`src/rtl/ucsbece154_refill_ctrl.sv`:
```
// Instruction-cache line refill controller.
// Accepts a miss, issues a block-aligned burst read, collects BLOCK_WORDS
// words, forwards the critical (missed) word early, and publishes the
// completed line. A request that sees no data within TIMEOUT cycles is abandoned.
module ucsbece154_refill_ctrl #(
  parameter int BLOCK_WORDS = 4,
  parameter int TIMEOUT     = 255
) (
  input  logic                      clk,
  input  logic                      reset,
  input  logic                      MissReq,
  input  logic [31:0]               MissAddr,
  output logic                      ReadRequest,
  output logic [31:0]               ReadAddress,
  input  logic [31:0]               DataIn,
  input  logic                      DataReady,
  output logic                      Busy,
  output logic                      CritWordValid,
  output logic [31:0]               CritWord,
  output logic                      RefillDone,
  output logic [32*BLOCK_WORDS-1:0] RefillLine,
  output logic [31:0]               RefillAddr,
  output logic                      Timeout
);

  localparam int CW = $clog2(BLOCK_WORDS);
  localparam int WW = $clog2(TIMEOUT + 1);
  localparam logic [CW-1:0] LAST_SLOT = CW'(BLOCK_WORDS - 1);

  typedef enum logic [1:0] {S_IDLE, S_WAIT, S_BURST, S_DONE} state_t;

  state_t                    state_q, state_d;
  logic [CW-1:0]             word_cnt_q, word_cnt_d;
  logic [CW-1:0]             offset_q, offset_d;
  logic [WW-1:0]             wait_cnt_q, wait_cnt_d;
  logic                      read_req_q, read_req_d;
  logic [31:0]               read_addr_q, read_addr_d;
  logic                      crit_valid_q, crit_valid_d;
  logic [31:0]               crit_word_q, crit_word_d;
  logic                      done_q, done_d;
  logic                      timeout_q, timeout_d;
  logic [31:0]               line_q [BLOCK_WORDS];
  logic [31:0]               line_d [BLOCK_WORDS];
  logic [32*BLOCK_WORDS-1:0] refill_line_q, refill_line_d;
  logic [31:0]               refill_addr_q, refill_addr_d;
  logic [32*BLOCK_WORDS-1:0] line_packed;

  // Byte-offset bits within a word carry no information for a word-wide refill.
  logic unused_byte_bits;
  assign unused_byte_bits = &{1'b0, MissAddr[1:0]};

  // Flatten the word buffer so a finished line can be published in one step.
  for (genvar gi = 0; gi < BLOCK_WORDS; gi++) begin : g_pack
    assign line_packed[32*gi +: 32] = line_q[gi];
  end

  // Next-state and datapath decisions; pulses default low, everything else holds.
  always_comb begin
    state_d       = state_q;
    word_cnt_d    = word_cnt_q;
    offset_d      = offset_q;
    wait_cnt_d    = wait_cnt_q;
    read_req_d    = read_req_q;
    read_addr_d   = read_addr_q;
    crit_valid_d  = 1'b0;
    crit_word_d   = crit_word_q;
    done_d        = 1'b0;
    timeout_d     = 1'b0;
    line_d        = line_q;
    refill_line_d = refill_line_q;
    refill_addr_d = refill_addr_q;

    case (state_q)
      S_IDLE: begin
        if (MissReq) begin
          state_d     = S_WAIT;
          read_req_d  = 1'b1;
          read_addr_d = {MissAddr[31:CW+2], {(CW+2){1'b0}}};
          offset_d    = MissAddr[CW+1:2];
          word_cnt_d  = '0;
          wait_cnt_d  = '0;
        end
      end
      S_WAIT, S_BURST: begin
        if (DataReady) begin
          line_d[word_cnt_q] = DataIn;
          if (word_cnt_q == offset_q) begin
            crit_valid_d = 1'b1;
            crit_word_d  = DataIn;
          end
          if (word_cnt_q == LAST_SLOT) begin
            // Final word: earlier slots are already in line_q, so splice this one in.
            state_d       = S_DONE;
            read_req_d    = 1'b0;
            done_d        = 1'b1;
            refill_addr_d = read_addr_q;
            refill_line_d = line_packed;
            refill_line_d[32*(BLOCK_WORDS-1) +: 32] = DataIn;
          end else begin
            word_cnt_d = word_cnt_q + 1'b1;
            state_d    = S_BURST;
          end
        end else if (state_q == S_WAIT) begin
          // Only the initial latency is bounded; stalls mid-burst wait indefinitely.
          if (wait_cnt_q >= WW'(TIMEOUT - 1)) begin
            wait_cnt_d = WW'(TIMEOUT);
            state_d    = S_IDLE;
            read_req_d = 1'b0;
            timeout_d  = 1'b1;
          end else begin
            wait_cnt_d = wait_cnt_q + 1'b1;
          end
        end
      end
      S_DONE: begin
        state_d = S_IDLE;
      end
      default: begin
        state_d = S_IDLE;
      end
    endcase
  end

  // State and datapath registers with synchronous active-low reset.
  always_ff @(posedge clk) begin
    if (!reset) begin
      state_q       <= S_IDLE;
      word_cnt_q    <= '0;
      offset_q      <= '0;
      wait_cnt_q    <= '0;
      read_req_q    <= 1'b0;
      read_addr_q   <= '0;
      crit_valid_q  <= 1'b0;
      crit_word_q   <= '0;
      done_q        <= 1'b0;
      timeout_q     <= 1'b0;
      refill_line_q <= '0;
      refill_addr_q <= '0;
      for (int i = 0; i < BLOCK_WORDS; i++) begin
        line_q[i] <= '0;
      end
    end else begin
      state_q       <= state_d;
      word_cnt_q    <= word_cnt_d;
      offset_q      <= offset_d;
      wait_cnt_q    <= wait_cnt_d;
      read_req_q    <= read_req_d;
      read_addr_q   <= read_addr_d;
      crit_valid_q  <= crit_valid_d;
      crit_word_q   <= crit_word_d;
      done_q        <= done_d;
      timeout_q     <= timeout_d;
      refill_line_q <= refill_line_d;
      refill_addr_q <= refill_addr_d;
      line_q        <= line_d;
    end
  end

  assign ReadRequest   = read_req_q;
  assign ReadAddress   = read_addr_q;
  assign Busy          = (state_q != S_IDLE);
  assign CritWordValid = crit_valid_q;
  assign CritWord      = crit_word_q;
  assign RefillDone    = done_q;
  assign RefillLine    = refill_line_q;
  assign RefillAddr    = refill_addr_q;
  assign Timeout       = timeout_q;

endmodule

```
`config.mk`:
```
export PLATFORM = sky130hd
export DESIGN_NAME = ucsbece154_refill_ctrl
export DESIGN_NICKNAME = d
export VERILOG_FILES = /design/src/rtl/ucsbece154_refill_ctrl.sv
export SDC_FILE = /design/constraint.sdc
export NUM_CORES = 1
export LEC_CHECK = 0
export ABC_AREA = 1
export CAP_MARGIN = 20
export CORE_ASPECT_RATIO = 1.2
export CORE_MARGIN = 10
export CORE_UTILIZATION = 44
export DETAILED_ROUTE_END_ITERATION = 16
export PLACE_DENSITY = 0.86
export SLEW_MARGIN = 25
export SYNTH_ARGS = -nofsm -noshare
export SYNTH_HDL_FRONTEND = slang
export SYNTH_SLANG_ARGS = --single-unit
```
`constraint.sdc`:
```
create_clock -name clk -period 1.5 [get_ports clk]
set_input_delay 0.375 -clock clk [delete_from_list [all_inputs] [get_ports clk]]
set_output_delay 0.375 -clock clk [all_outputs]
set_load 0.02 [all_outputs]
```
### Word-level counts from Yosys, hierarchy flattened

Cells that the tools add are included.
W data, S select, Z words.

| word-level totals | value |
|---|---|
| output and inout port bits | 229 |
| word-level logic and storage cells | 80 |
| memories | 0 |
| latch bits | 0 |
| memory bits (writable) | 0 |
| memory bits (read-only) | 0 |
| bits in registers | 362 |
| input bits | 68 |

| operators by class | value |
|---|---|
| multiplexer cells | 27 |
| magnitude comparators | 3 |
| eq/ne operators | 13 |
| multiply operators | 0 |
| divide/modulo/power cells | 0 |
| bitwise operators | 4 |
| add/subtract/negate cells | 2 |
| reduce and logical (&&, ||, !) cells | 15 |
| shift-type cells | 0 |

Operator list:

| cell | number |
|---|---|
| $bwmux W128 | 1 |
| $demux W32 S2 | 1 |
| $mux W32 | 1 |
| $mux W8 | 4 |
| $pmux W8 S2 | 1 |
| $mux W2 | 7 |
| $reduce_and A3 Y1 | 4 |
| $ne A2 B2 Y1 const B | 5 |
| $mux W1 | 9 |
| $ne A3 B3 Y1 const B | 3 |
| $add A8 B1 Y8 const B | 1 |
| $ge A8 B8 Y1 const B | 1 |
| $reduce_and A4 Y1 | 2 |
| $eq A2 B2 Y1 const B | 3 |
| $pmux W2 S3 | 1 |
| $reduce_and A5 Y1 | 1 |
| $pmux W2 S2 | 1 |
| $reduce_and A2 Y1 | 2 |
| $reduce_bool A2 Y1 | 2 |
| $reduce_or A4 Y1 | 1 |
| $ge A3 B3 Y1 const B | 1 |
| $lt A3 B1 Y1 const B | 1 |
| $not A1 Y1 | 3 |
| $not A2 Y3 | 1 |
| 7 further kinds | 7 |

### Longest topological paths before layout

Gate-level depths: netlist of the first run.

| logic depth | value |
|---|---|
| depth in word-level cells | 6 |
| mapped depth | 10 |
| gate-level depth less buffers | 10 |

### Worst setup path before layout of the first run

Ideal clock, no wire load.

| path | value |
|---|---|
| path type | reg2reg |
| from | reg state_q[0] |
| to | reg refill_line_q[100], in the netlist RefillLine[100] |
| clock period less this slack | 1.643 ns |
| library setup time | 0.128 ns |
| stages on the path, launching flop included | 7 |
| data required time | 1.372 ns |
| data arrival time | 1.515 ns |
| setup slack | -0.143 ns |
| buffers on the path | 2 |
| cells stage by stage | dfxtp_1 > inv_1 > ha_1 > nand3_2 > clkbuf_1 > clkbuf_1 > a21oi_1 |

| between the ends | value |
|---|---|
| word-level cells in the longest chain between the ends | 3 |
| elaborated cells between the ends (all ways) | 4 |
| classes of those cells | eq/ne (2); reduce/logical (2) |

Ends and longest elaborated chain:

| element | RTL line | RTL |
|---|---|---|
| from (decl) | 32 | `state_t state_q, state_d;` |
| from (signal assigned) | 143 | `state_q <= state_d;` |
| $eq A2 B1 Y1 or $eq A2 B2 Y1 (tied branches) | 73 | `case (state_q)` |
| $reduce_or A2 Y1 * | 73 |  |
| $reduce_and A3 Y1 (no line) * | n/a |  |
| to (signal assigned) | 153 | `refill_line_q <= refill_line_d;` |
| to (decl) | 44 | `logic [32*BLOCK_WORDS-1:0] refill_line_q, refill_line_d;` |

Every way passes the cells marked *; elsewhere a longest branch is shown, timed or not.
A chain may end at the register's enable or synchronous reset.

### Worst setup path after layout of the first run

| path | value |
|---|---|
| from | reg state_q[1] |
| to | reg refill_line_q[73], in the netlist RefillLine[73] |

The elaborated chain is that of the path after synthesis.

==> report_table.html, run 1 <==
<table>
<tr><th>Metric</th><th>Value</th></tr>
<tr><th colspan="2">Cells and area</th></tr>
<tr><td>Final #Nets</td><td>1921</td></tr>
<tr><td>Commonest cells after routing, fill and taps aside</td><td>dfxtp_1, a21oi_1, buf_2</td></tr>
<tr><td>Synthesis-to-finish area growth</td><td>47.8%</td></tr>
<tr><td>Count of inserted antenna diode cells</td><td>0</td></tr>
<tr><td>Most frequent standard cell in the layout excluding fill and tap cells</td><td>dfxtp_1</td></tr>
<tr><td>Final standard cell area without fillers</td><td>17900 sq um</td></tr>
<tr><td>Filler instances</td><td>2024</td></tr>
<tr><td>Share of cells above drive strength 1</td><td>30.9%</td></tr>
<tr><td>Util after Layout</td><td>66.0%</td></tr>
<tr><td>Count of non-filler cells in the finished layout</td><td>2207</td></tr>
<tr><th colspan="2">Yosys</th></tr>
<tr><td>Avg Synthesized Cell Area</td><td>7.94 sq um</td></tr>
<tr><td>Post-synthesis async set-or-reset flop share</td><td>0%</td></tr>
<tr><td>Compound-gate portion of the synthesized area</td><td>20.5%</td></tr>
<tr><td>Synth unique cells</td><td>28</td></tr>
<tr><td>Area of the mapped netlist</td><td>12100 sq um</td></tr>
<tr><td>Post-synthesis sequential element count</td><td>330</td></tr>
<tr><td>Flip-flop cell with the highest count after synthesis</td><td>dfxtp_1</td></tr>
<tr><td>Post-Synth Adder-Cell Area</td><td>0.931%</td></tr>
<tr><td>Post-synthesis share of cell area spent on and, or, nand and nor gates</td><td>13.5%</td></tr>
<tr><td>Fraction of synthesized area in multiplexers</td><td>0%</td></tr>
<tr><td>Number of cells produced by synthesis</td><td>1522</td></tr>
<tr><td>Number of warnings printed during yosys synthesis</td><td>0</td></tr>
<tr><td>Fraction of synthesized cell area in xor and xnor cells</td><td>0.145%</td></tr>
<tr><td>Main combinational cell family by area after synthesis</td><td>compound AO/OA/AOI/OAI gates</td></tr>
<tr><td>Portion of the post-synthesis area used by sequential elements</td><td>54.6%</td></tr>
<tr><td>Count of flip-flops with a built-in enable after synthesis</td><td>0</td></tr>
<tr><th colspan="2">Global routing</th></tr>
<tr><td>Pin count of the biggest net entering global routing</td><td>65</td></tr>
<tr><td>Initial antenna violation count</td><td>0</td></tr>
<tr><td>Via count of the first global-routing pass</td><td>11500</td></tr>
<tr><td>Total congestion overflow after global routing</td><td>0</td></tr>
<tr><td>Global-route wire length before repair</td><td>63600 microns</td></tr>
<tr><td>All-Layer GR Usage</td><td>22.9%</td></tr>
<tr><th colspan="2">STA</th></tr>
<tr><td>Setup ws final</td><td>-0.324 ns</td></tr>
<tr><td>Final Skew</td><td>0.0132 ns</td></tr>
<tr><td>Total setup violations reported at the end of the flow</td><td>299</td></tr>
<tr><td>Worst max-slew margin expressed relative to the limit</td><td>64.1%</td></tr>
<tr><td>Max-slew violation total from the final report</td><td>0</td></tr>
<tr><td>Tcrit/Tclk final</td><td>122%</td></tr>
<tr><td>Worst hold slack</td><td>0.170 ns</td></tr>
<tr><td>Endpoints failing hold</td><td>0</td></tr>
<tr><td>Worst Max-Slew Pin Slew</td><td>0.536 ns</td></tr>
<tr><td>Maximum clock frequency</td><td>548 MHz</td></tr>
<tr><td>Unrepaired setup endpoints after global routing</td><td>true</td></tr>
<tr><td>Min Clock Period, post-route</td><td>1.82 ns</td></tr>
<tr><th colspan="2">Floorplanning</th></tr>
<tr><td>Starting Density</td><td>44.6%</td></tr>
<tr><td>Die X-Extent</td><td>171 microns</td></tr>
<tr><td>DIE AREA</td><td>34500 sq um</td></tr>
<tr><td>Overall die height</td><td>202 microns</td></tr>
<tr><td>Core ar.</td><td>27100 sq um</td></tr>
<tr><td>Num ports</td><td>297</td></tr>
<tr><td>Number of rows created at floorplan</td><td>66</td></tr>
<tr><th colspan="2">Clock tree</th></tr>
<tr><td>Clock-pin slew of the registers on the worst-case setup and hold paths</td><td>0.06 ns</td></tr>
<tr><td>Root buf cell</td><td>clkbuf_16</td></tr>
<tr><td>Clock tree from TritonCTS</td><td>built</td></tr>
<tr><td>Clock sink total</td><td>330</td></tr>
<tr><td>Worst-case clock buffer depth</td><td>3</td></tr>
<tr><td>Quantity of hold-fixing buffers added after cts</td><td>0</td></tr>
<tr><td>Number of H-tree branching levels</td><td>2</td></tr>
<tr><td>CTS Buf Count</td><td>34</td></tr>
<tr><td>Clock network latency to the later pin of the worst-skew pair</td><td>0.52 ns</td></tr>
<tr><th colspan="2">Route</th></tr>
<tr><td>Post-detailed-route DRC marker count</td><td>0</td></tr>
<tr><td>Total via count after detailed routing</td><td>12000</td></tr>
<tr><td>DRT antenna net count</td><td>0</td></tr>
<tr><td>First-iteration detailed-routing DRC count</td><td>1032</td></tr>
<tr><td>Number of iterations in the first detailed-routing pass</td><td>5</td></tr>
<tr><td>Final wirelength</td><td>44400 microns</td></tr>
<tr><td>Average wire per cell in the routed design</td><td>20.1 microns</td></tr>
<tr><td>Detail-routed via count per cell</td><td>5.46</td></tr>
<tr><th colspan="2">Outcome</th></tr>
<tr><td>Status</td><td>finished, violations left</td></tr>
<tr><td>Violated checks</td><td>setup timing</td></tr>
<tr><th colspan="2">Placed design</th></tr>
<tr><td>Final weighted congestion of routability-driven global placement</td><td>0.821</td></tr>
<tr><td>Number of placed instances, taps included</td><td>2102</td></tr>
<tr><td>Post-DP HPWL</td><td>26500 microns</td></tr>
<tr><td>Number of I/O port buffers</td><td>286</td></tr>
<tr><td>Post-placement cell area</td><td>15800 sq um</td></tr>
<tr><th colspan="2">Critical path</th></tr>
<tr><td>Worst-path maximum fanout</td><td>16</td></tr>
<tr><td>Worst EP required</td><td>1.89 ns</td></tr>
<tr><td>Worst reg2reg endpoint</td><td>RefillLine[73]$_SDFFE_PN0P_</td></tr>
<tr><td>Worst-case reg-to-reg path depth</td><td>8</td></tr>
<tr><td>Setup crit start</td><td>state_q[1]$_SDFFE_PN0P_</td></tr>
<tr><td>Endpoint kind of the worst setup timing path</td><td>flip-flop</td></tr>
<tr><td>Type of element launching the critical path</td><td>flip-flop</td></tr>
<tr><td>Endpoint of the most critical setup path</td><td>RefillLine[73]$_SDFFE_PN0P_</td></tr>
<tr><td>Startpoint of the lowest-slack register-to-register path</td><td>state_q[1]$_SDFFE_PN0P_</td></tr>
<tr><td>CP Data Arrival Time</td><td>2.22 ns</td></tr>
<tr><td>Critical path start-end classification</td><td>flip-flop to flip-flop</td></tr>
<tr><td>R2r setup slk</td><td>-0.32 ns</td></tr>
<tr><th colspan="2">Run</th></tr>
<tr><td># Max-Cap Violations</td><td>0</td></tr>
<tr><th colspan="2">Power and ir drop</th></tr>
<tr><td>IR Drop Worst-Case VDD</td><td>0.000773 V</td></tr>
<tr><td>Static leakage</td><td>7.05 nW</td></tr>
<tr><td>Final Power</td><td>22.2 mW</td></tr>
<tr><td>Pwr Density</td><td>1240 nW/um^2</td></tr>
<tr><th colspan="2">Worst hold path</th></tr>
<tr><td>Hold Crit Class</td><td>primary input to flip-flop</td></tr>
</table>
power breakdown:
group	switching (mW)	total, mW	internal (mW)	leakage, nW
Clock	3.52	8.53	5.01	0.551
Combinational	2.48	4.20	1.71	3.82
Sequential	0.289	9.48	9.19	2.67
logic make-up (layout without fill, tap and decap cells):
| kind of cell | Yosys count | count (layout) |
|---|---|---|
| flip-flops | 330 | 330 |
| AO/OA/AOI/OAI | 492 | 492 |
| adder cells (fa/ha/maj) | 9 | 9 |
| other | 1 | 8 |
| XOR/XNOR | 2 | 2 |
| buffers and inverters | 300 | 637 |
| AND/OR/NAND/NOR | 388 | 389 |
worst max-delay path, stage by stage (launching register included):
cell and delay (ns):
dfxtp_2 0.34, inv_2 0.05, ha_4 0.28, buf_12 0.12
nand3_4 0.18, buf_8 0.24, buf_12 0.16, o21ai_0 0.23
a21oi_1 0.09
metal layers:
layer	part of all wire (%)	global-route usage, %	routed length (microns)
met1	36	25.0	15800
met2	49	38.7	21900
met3	9.2	6.82	4100
met4	6.0	12.8	2650
met5	0	0	0
state kept, by name (all words and copies together) (netlist names):
name,cells
CritWord,32
CritWordValid,1
ReadAddress,28
ReadRequest,1
RefillAddr,28
RefillDone,1
RefillLine,128
Timeout,1
line_packed,96
offset_q,2
state_q,2
wait_cnt_q,8
word_cnt_q,2
synthesized netlist by cell type (all sizes together), types with 2 or more instances:
master	instances	area share, %
a21oi	265	11
nor2	135	4.3
nand3	103	4.3
a211oi	2	0.12
nand4	2	0.16
nand2	145	4.6
buf	40	2.2
clkbuf	82	2.5
dfxtp	330	55
ha	9	0.93
o21ai	224	9.4
inv	178	5.5
area by class of cell:
cell class                 count  area [sq um]  share of cell area [%]
multi-input combinational    900          5100                    28.5
inverter                     178           686                    3.84
tap                          340           425                    2.38
sequential                   330          6610                    37.0
timing repair buffer         400          3940                    22.0
clock inverter                13           161                   0.903
clock buffer                  46           956                    5.35
worst min path at each step:
stage                                        end  slack [ns]  cells after the start                    startpoint
CTS                 ReadAddress[10]$_SDFFE_PN0P_        0.16                      3                         reset
floorplan           line_packed[21]$_SDFFE_PN0P_        0.44                      2  line_packed[21]$_SDFFE_PN0P_
finish               RefillLine[25]$_SDFFE_PN0P_        0.17                      3                         reset
detailed placement   RefillAddr[27]$_SDFFE_PN0P_        0.43                      2   RefillAddr[27]$_SDFFE_PN0P_
global route         RefillLine[25]$_SDFFE_PN0P_        0.17                      3                         reset
global placement      RefillAddr[4]$_SDFFE_PN0P_        0.43                      2    RefillAddr[4]$_SDFFE_PN0P_
per-stage QoR:
step | setup WS, ns | TNS [ns]
3_3_place_gp | -0.400 | -87.57
2_1_floorplan | 0.0217 | 0
3_5_place_dp | -0.446 | -101.20
5_1_grt | -0.382 | -48.48
6_report | -0.324 | -30.99
4_1_cts | -0.148 | -21.53
repair_timing:
item,CTS,global route
cloned,12,13
pin swaps,15,55
endpoints found under the setup margin,496,335
gates resized for setup,1048,187
setup buffers,10,13
Note: power is estimated with default switching activity, not from simulation.
==> run 2, diff against run 1 <==
- CORE_MARGIN: 10 -> 2
==> report_table.html, run 2 (same netlist as run 1, synthesis figures left out) <==
<table>
<tr><th>Metric</th><th>Value</th></tr>
<tr><th colspan="2">Outcome</th></tr>
<tr><td>Status</td><td>finished, violations left (unchanged)</td></tr>
<tr><td>Violated checks</td><td>setup timing (unchanged)</td></tr>
<tr><th colspan="2">Floorplanning</th></tr>
<tr><td>Starting Density</td><td>44.6% (unchanged)</td></tr>
<tr><td>Number of rows created at floorplan</td><td>66 (unchanged)</td></tr>
<tr><td>Num ports</td><td>297 (unchanged)</td></tr>
<tr><td>DIE AREA</td><td>28800 sq um (was 34500 sq um)</td></tr>
<tr><td>Overall die height</td><td>186 microns (was 202 microns)</td></tr>
<tr><td>Core ar.</td><td>27100 sq um (unchanged)</td></tr>
<tr><td>Die X-Extent</td><td>155 microns (was 171 microns)</td></tr>
<tr><th colspan="2">STA</th></tr>
<tr><td>Max-slew violation total from the final report</td><td>0 (unchanged)</td></tr>
<tr><td>Unrepaired setup endpoints after global routing</td><td>true (unchanged)</td></tr>
<tr><td>Endpoints failing hold</td><td>0 (unchanged)</td></tr>
<tr><td>Min Clock Period, post-route</td><td>1.90 ns (was 1.82 ns)</td></tr>
<tr><td>Worst max-slew margin expressed relative to the limit</td><td>62.0% (was 64.1%)</td></tr>
<tr><td>Maximum clock frequency</td><td>525 MHz (was 548 MHz)</td></tr>
<tr><td>Final Skew</td><td>0.0274 ns (was 0.0132 ns)</td></tr>
<tr><td>Total setup violations reported at the end of the flow</td><td>276 (was 299)</td></tr>
<tr><td>Worst Max-Slew Pin Slew</td><td>0.568 ns (was 0.536 ns)</td></tr>
<tr><td>Tcrit/Tclk final</td><td>127% (was 122%)</td></tr>
<tr><td>Setup ws final</td><td>-0.404 ns (was -0.324 ns)</td></tr>
<tr><th colspan="2">Route</th></tr>
<tr><td>Average wire per cell in the routed design</td><td>21.3 microns (was 20.1 microns)</td></tr>
<tr><td>Detail-routed via count per cell</td><td>5.75 (was 5.46)</td></tr>
<tr><td>DRT antenna net count</td><td>0 (unchanged)</td></tr>
<tr><td>First-iteration detailed-routing DRC count</td><td>1187 (was 1032)</td></tr>
<tr><td>Post-detailed-route DRC marker count</td><td>0 (unchanged)</td></tr>
<tr><td>Number of iterations in the first detailed-routing pass</td><td>8 (was 5)</td></tr>
<tr><td>Final wirelength</td><td>47000 microns (was 44400 microns)</td></tr>
<tr><td>Total via count after detailed routing</td><td>12700 (was 12000)</td></tr>
<tr><th colspan="2">Critical path</th></tr>
<tr><td>R2r setup slk</td><td>-0.40 ns (was -0.32 ns)</td></tr>
<tr><td>Worst EP required</td><td>1.86 ns (was 1.89 ns)</td></tr>
<tr><td>Critical-path cell list</td><td>inv_2, ha_4, nand3_4, buf_12, buf_12, o21ai_2, a21oi_1 (was inv_2, ha_4, buf_12, nand3_4, buf_8, buf_12, o21ai_0, a21oi_1)</td></tr>
<tr><td>Worst-path maximum fanout</td><td>24 (was 16)</td></tr>
<tr><td>Critical Path Slowest Stage Cell</td><td>a21oi_1 (was dfxtp_2)</td></tr>
<tr><td>Max stage delay on crit path</td><td>0.47 ns (was 0.34 ns)</td></tr>
<tr><td>Endpoint kind of the worst setup timing path</td><td>flip-flop (unchanged)</td></tr>
<tr><td>Top delay family on crit path</td><td>compound AO/OA/AOI/OAI gates (was buffers and inverters)</td></tr>
<tr><td>Cell repeated most along the worst path</td><td>buf_12 (unchanged)</td></tr>
<tr><td>Type of element launching the critical path</td><td>flip-flop (unchanged)</td></tr>
<tr><td>Buf+Inv Stages, Crit Path</td><td>3 (was 4)</td></tr>
<tr><td>CP Data Arrival Time</td><td>2.26 ns (was 2.22 ns)</td></tr>
<tr><td>Critical path start-end classification</td><td>flip-flop to flip-flop (unchanged)</td></tr>
<tr><th colspan="2">Global routing</th></tr>
<tr><td>Global-route wire length before repair</td><td>62200 microns (was 63600 microns)</td></tr>
<tr><td>Via count of the first global-routing pass</td><td>11700 (was 11500)</td></tr>
<tr><td>Total congestion overflow after global routing</td><td>0 (unchanged)</td></tr>
<tr><td>Most utilized layer in the global route result</td><td>met2 (unchanged)</td></tr>
<tr><td>Pin count of the biggest net entering global routing</td><td>77 (was 65)</td></tr>
<tr><td>Initial antenna violation count</td><td>1 (was 0)</td></tr>
<tr><td>GRT met2 Usage</td><td>45.3% (was 38.7%)</td></tr>
<tr><td>All-Layer GR Usage</td><td>27.0% (was 22.9%)</td></tr>
<tr><td>Met3 Track Usage GR</td><td>7.89% (was 6.82%)</td></tr>
<tr><td>Global Route met1 Usage</td><td>30.1% (was 25.0%)</td></tr>
<tr><th colspan="2">Power and ir drop</th></tr>
<tr><td>Final Power</td><td>23.4 mW (was 22.2 mW)</td></tr>
<tr><td>Static leakage</td><td>7.16 nW (was 7.05 nW)</td></tr>
<tr><td>IR Drop Worst-Case VDD</td><td>0.000914 V (was 0.000773 V)</td></tr>
<tr><td>Pwr Density</td><td>1300 nW/um^2 (was 1240 nW/um^2)</td></tr>
<tr><th colspan="2">Cells and area</th></tr>
<tr><td>Commonest cells after routing, fill and taps aside</td><td>dfxtp_1, buf_2, a21oi_1 (was dfxtp_1, a21oi_1, buf_2)</td></tr>
<tr><td>Most frequent standard cell in the layout excluding fill and tap cells</td><td>dfxtp_1 (unchanged)</td></tr>
<tr><td>Filler instances</td><td>1887 (was 2024)</td></tr>
<tr><td>Count of non-filler cells in the finished layout</td><td>2206 (was 2207)</td></tr>
<tr><td>Max reg flops</td><td>128 (unchanged)</td></tr>
<tr><td>Synthesis-to-finish area growth</td><td>48.5% (was 47.8%)</td></tr>
<tr><td>Share of cells above drive strength 1</td><td>34.8% (was 30.9%)</td></tr>
<tr><td>Final #Nets</td><td>1917 (was 1921)</td></tr>
<tr><td>Count of inserted antenna diode cells</td><td>0 (unchanged)</td></tr>
<tr><td>Multi-input combinational cell area</td><td>5300 sq um (was 5100 sq um)</td></tr>
<tr><td>Register Area</td><td>6620 sq um (was 6610 sq um)</td></tr>
<tr><th colspan="2">Worst hold path</th></tr>
<tr><td>Hold Crit Class</td><td>primary input to flip-flop (unchanged)</td></tr>
<tr><th colspan="2">Clock tree</th></tr>
<tr><td>Clock network latency to the later pin of the worst-skew pair</td><td>0.54 ns (was 0.52 ns)</td></tr>
<tr><td>Clock-pin slew of the registers on the worst-case setup and hold paths</td><td>0.06 ns (about the same)</td></tr>
<tr><td>Worst-case clock buffer depth</td><td>3 (unchanged)</td></tr>
<tr><td>Quantity of hold-fixing buffers added after cts</td><td>0 (unchanged)</td></tr>
<tr><td>Clock sink total</td><td>330 (unchanged)</td></tr>
<tr><td>CTS Buf Count</td><td>34 (unchanged)</td></tr>
<tr><td>Clock tree from TritonCTS</td><td>built (unchanged)</td></tr>
<tr><td>Number of H-tree branching levels</td><td>2 (unchanged)</td></tr>
<tr><td>Root buf cell</td><td>clkbuf_16 (unchanged)</td></tr>
<tr><th colspan="2">Placed design</th></tr>
<tr><td>Post-DP HPWL</td><td>24000 microns (was 26500 microns)</td></tr>
<tr><td>Number of I/O port buffers</td><td>286 (unchanged)</td></tr>
<tr><td>Final weighted congestion of routability-driven global placement</td><td>0.836 (was 0.821)</td></tr>
<tr><td>Number of placed instances, taps included</td><td>2100 (was 2102)</td></tr>
<tr><td>Setup slack at placement</td><td>-0.468 ns (was -0.446 ns)</td></tr>
<tr><th colspan="2">Run</th></tr>
<tr><td># Max-Cap Violations</td><td>0 (unchanged)</td></tr>
</table>
-- run 2: changes by cell type in the layout (fill, tap and decap cells not counted), sizes merged, moves of 3 or more --
cell           previous run  this run
clkdlybuf4s15            39         5
bufinv                    3         6
clkbuf                   58        62
clkinvlp                  1         4
buf                     282       312
clkinv                    8         5
-- run 2: timing repair --
item	4_1_cts	5_1_grt
resized for setup	1051	330
buffers inserted	14	5
cloned	13	15
endpoints found under the setup margin	456	358
pin swaps	30	69
-- run 2: where the power goes --
part / internal (mW) / switching (mW) / total, mW / leakage (nW)
combinational: 1.82 / 2.66 / 4.48 / 3.89
sequential: 9.19 / 0.346 / 9.54 / 2.67
clock: 5.60 / 3.76 / 9.36 / 0.588
total: 16.6 / 6.76 / 23.4 / 7.16
-- run 2: metal layers --
layer | vias to the layer above | share of wire [%]
met3 | 297 | 11
met5 | - | 0.028
met4 | 2 | 7.7
met2 | 913 | 47
li1 | 5603 | -
met1 | 5873 | 34
-- run 2: final timing paths --
path / start / to / depth (start not counted)
setup / recovery: state_q[1]$_SDFFE_PN0P_ / RefillLine[90]$_SDFFE_PN0P_ / 7
hold reg to reg: RefillAddr[16]$_SDFFE_PN0P_ / RefillAddr[16]$_SDFFE_PN0P_ / 2
setup reg to reg: state_q[1]$_SDFFE_PN0P_ / RefillLine[90]$_SDFFE_PN0P_ / 7
hold / removal: reset / RefillLine[127]$_SDFFE_PN0P_ / 3
-- run 2: stage by stage --
| stage | cell area, sq um | setup TNS, ns | util (%) | hold slack [ns] |
|---|---|---|---|---|
| 4_1_cts | 17000 | -7.11 | 62.9 | 0.139 |
| 3_5_place_dp | 15700 | -111.80 | 58.1 | 0.434 |
| 2_1_floorplan | 12100 | 0 | - | 0.437 |
| 3_3_place_gp | 15700 | -97.00 | 58.1 | 0.429 |
| 6_report | 18000 | -17.64 | 66.3 | 0.133 |
| 5_1_grt | 18000 | -34.81 | 66.3 | 0.129 |
-- run 2: area by class of cell --
type	instances	area share, %
flip-flops and latches	330	36.9
multi-input cells	899	29.5
repair buffers	397	20.6
clock buffers	46	5.38
inverters	178	3.85
well taps	340	2.37
clock inverters	16	1.44
-- run 2: worst reg2reg max path: stages (launching register included) --
cell and delay [ns]:
dfxtp_2 0.33, inv_2 0.05, ha_4 0.26, nand3_4 0.18
buf_12 0.18, buf_12 0.18, o21ai_2 0.08, a21oi_1 0.47
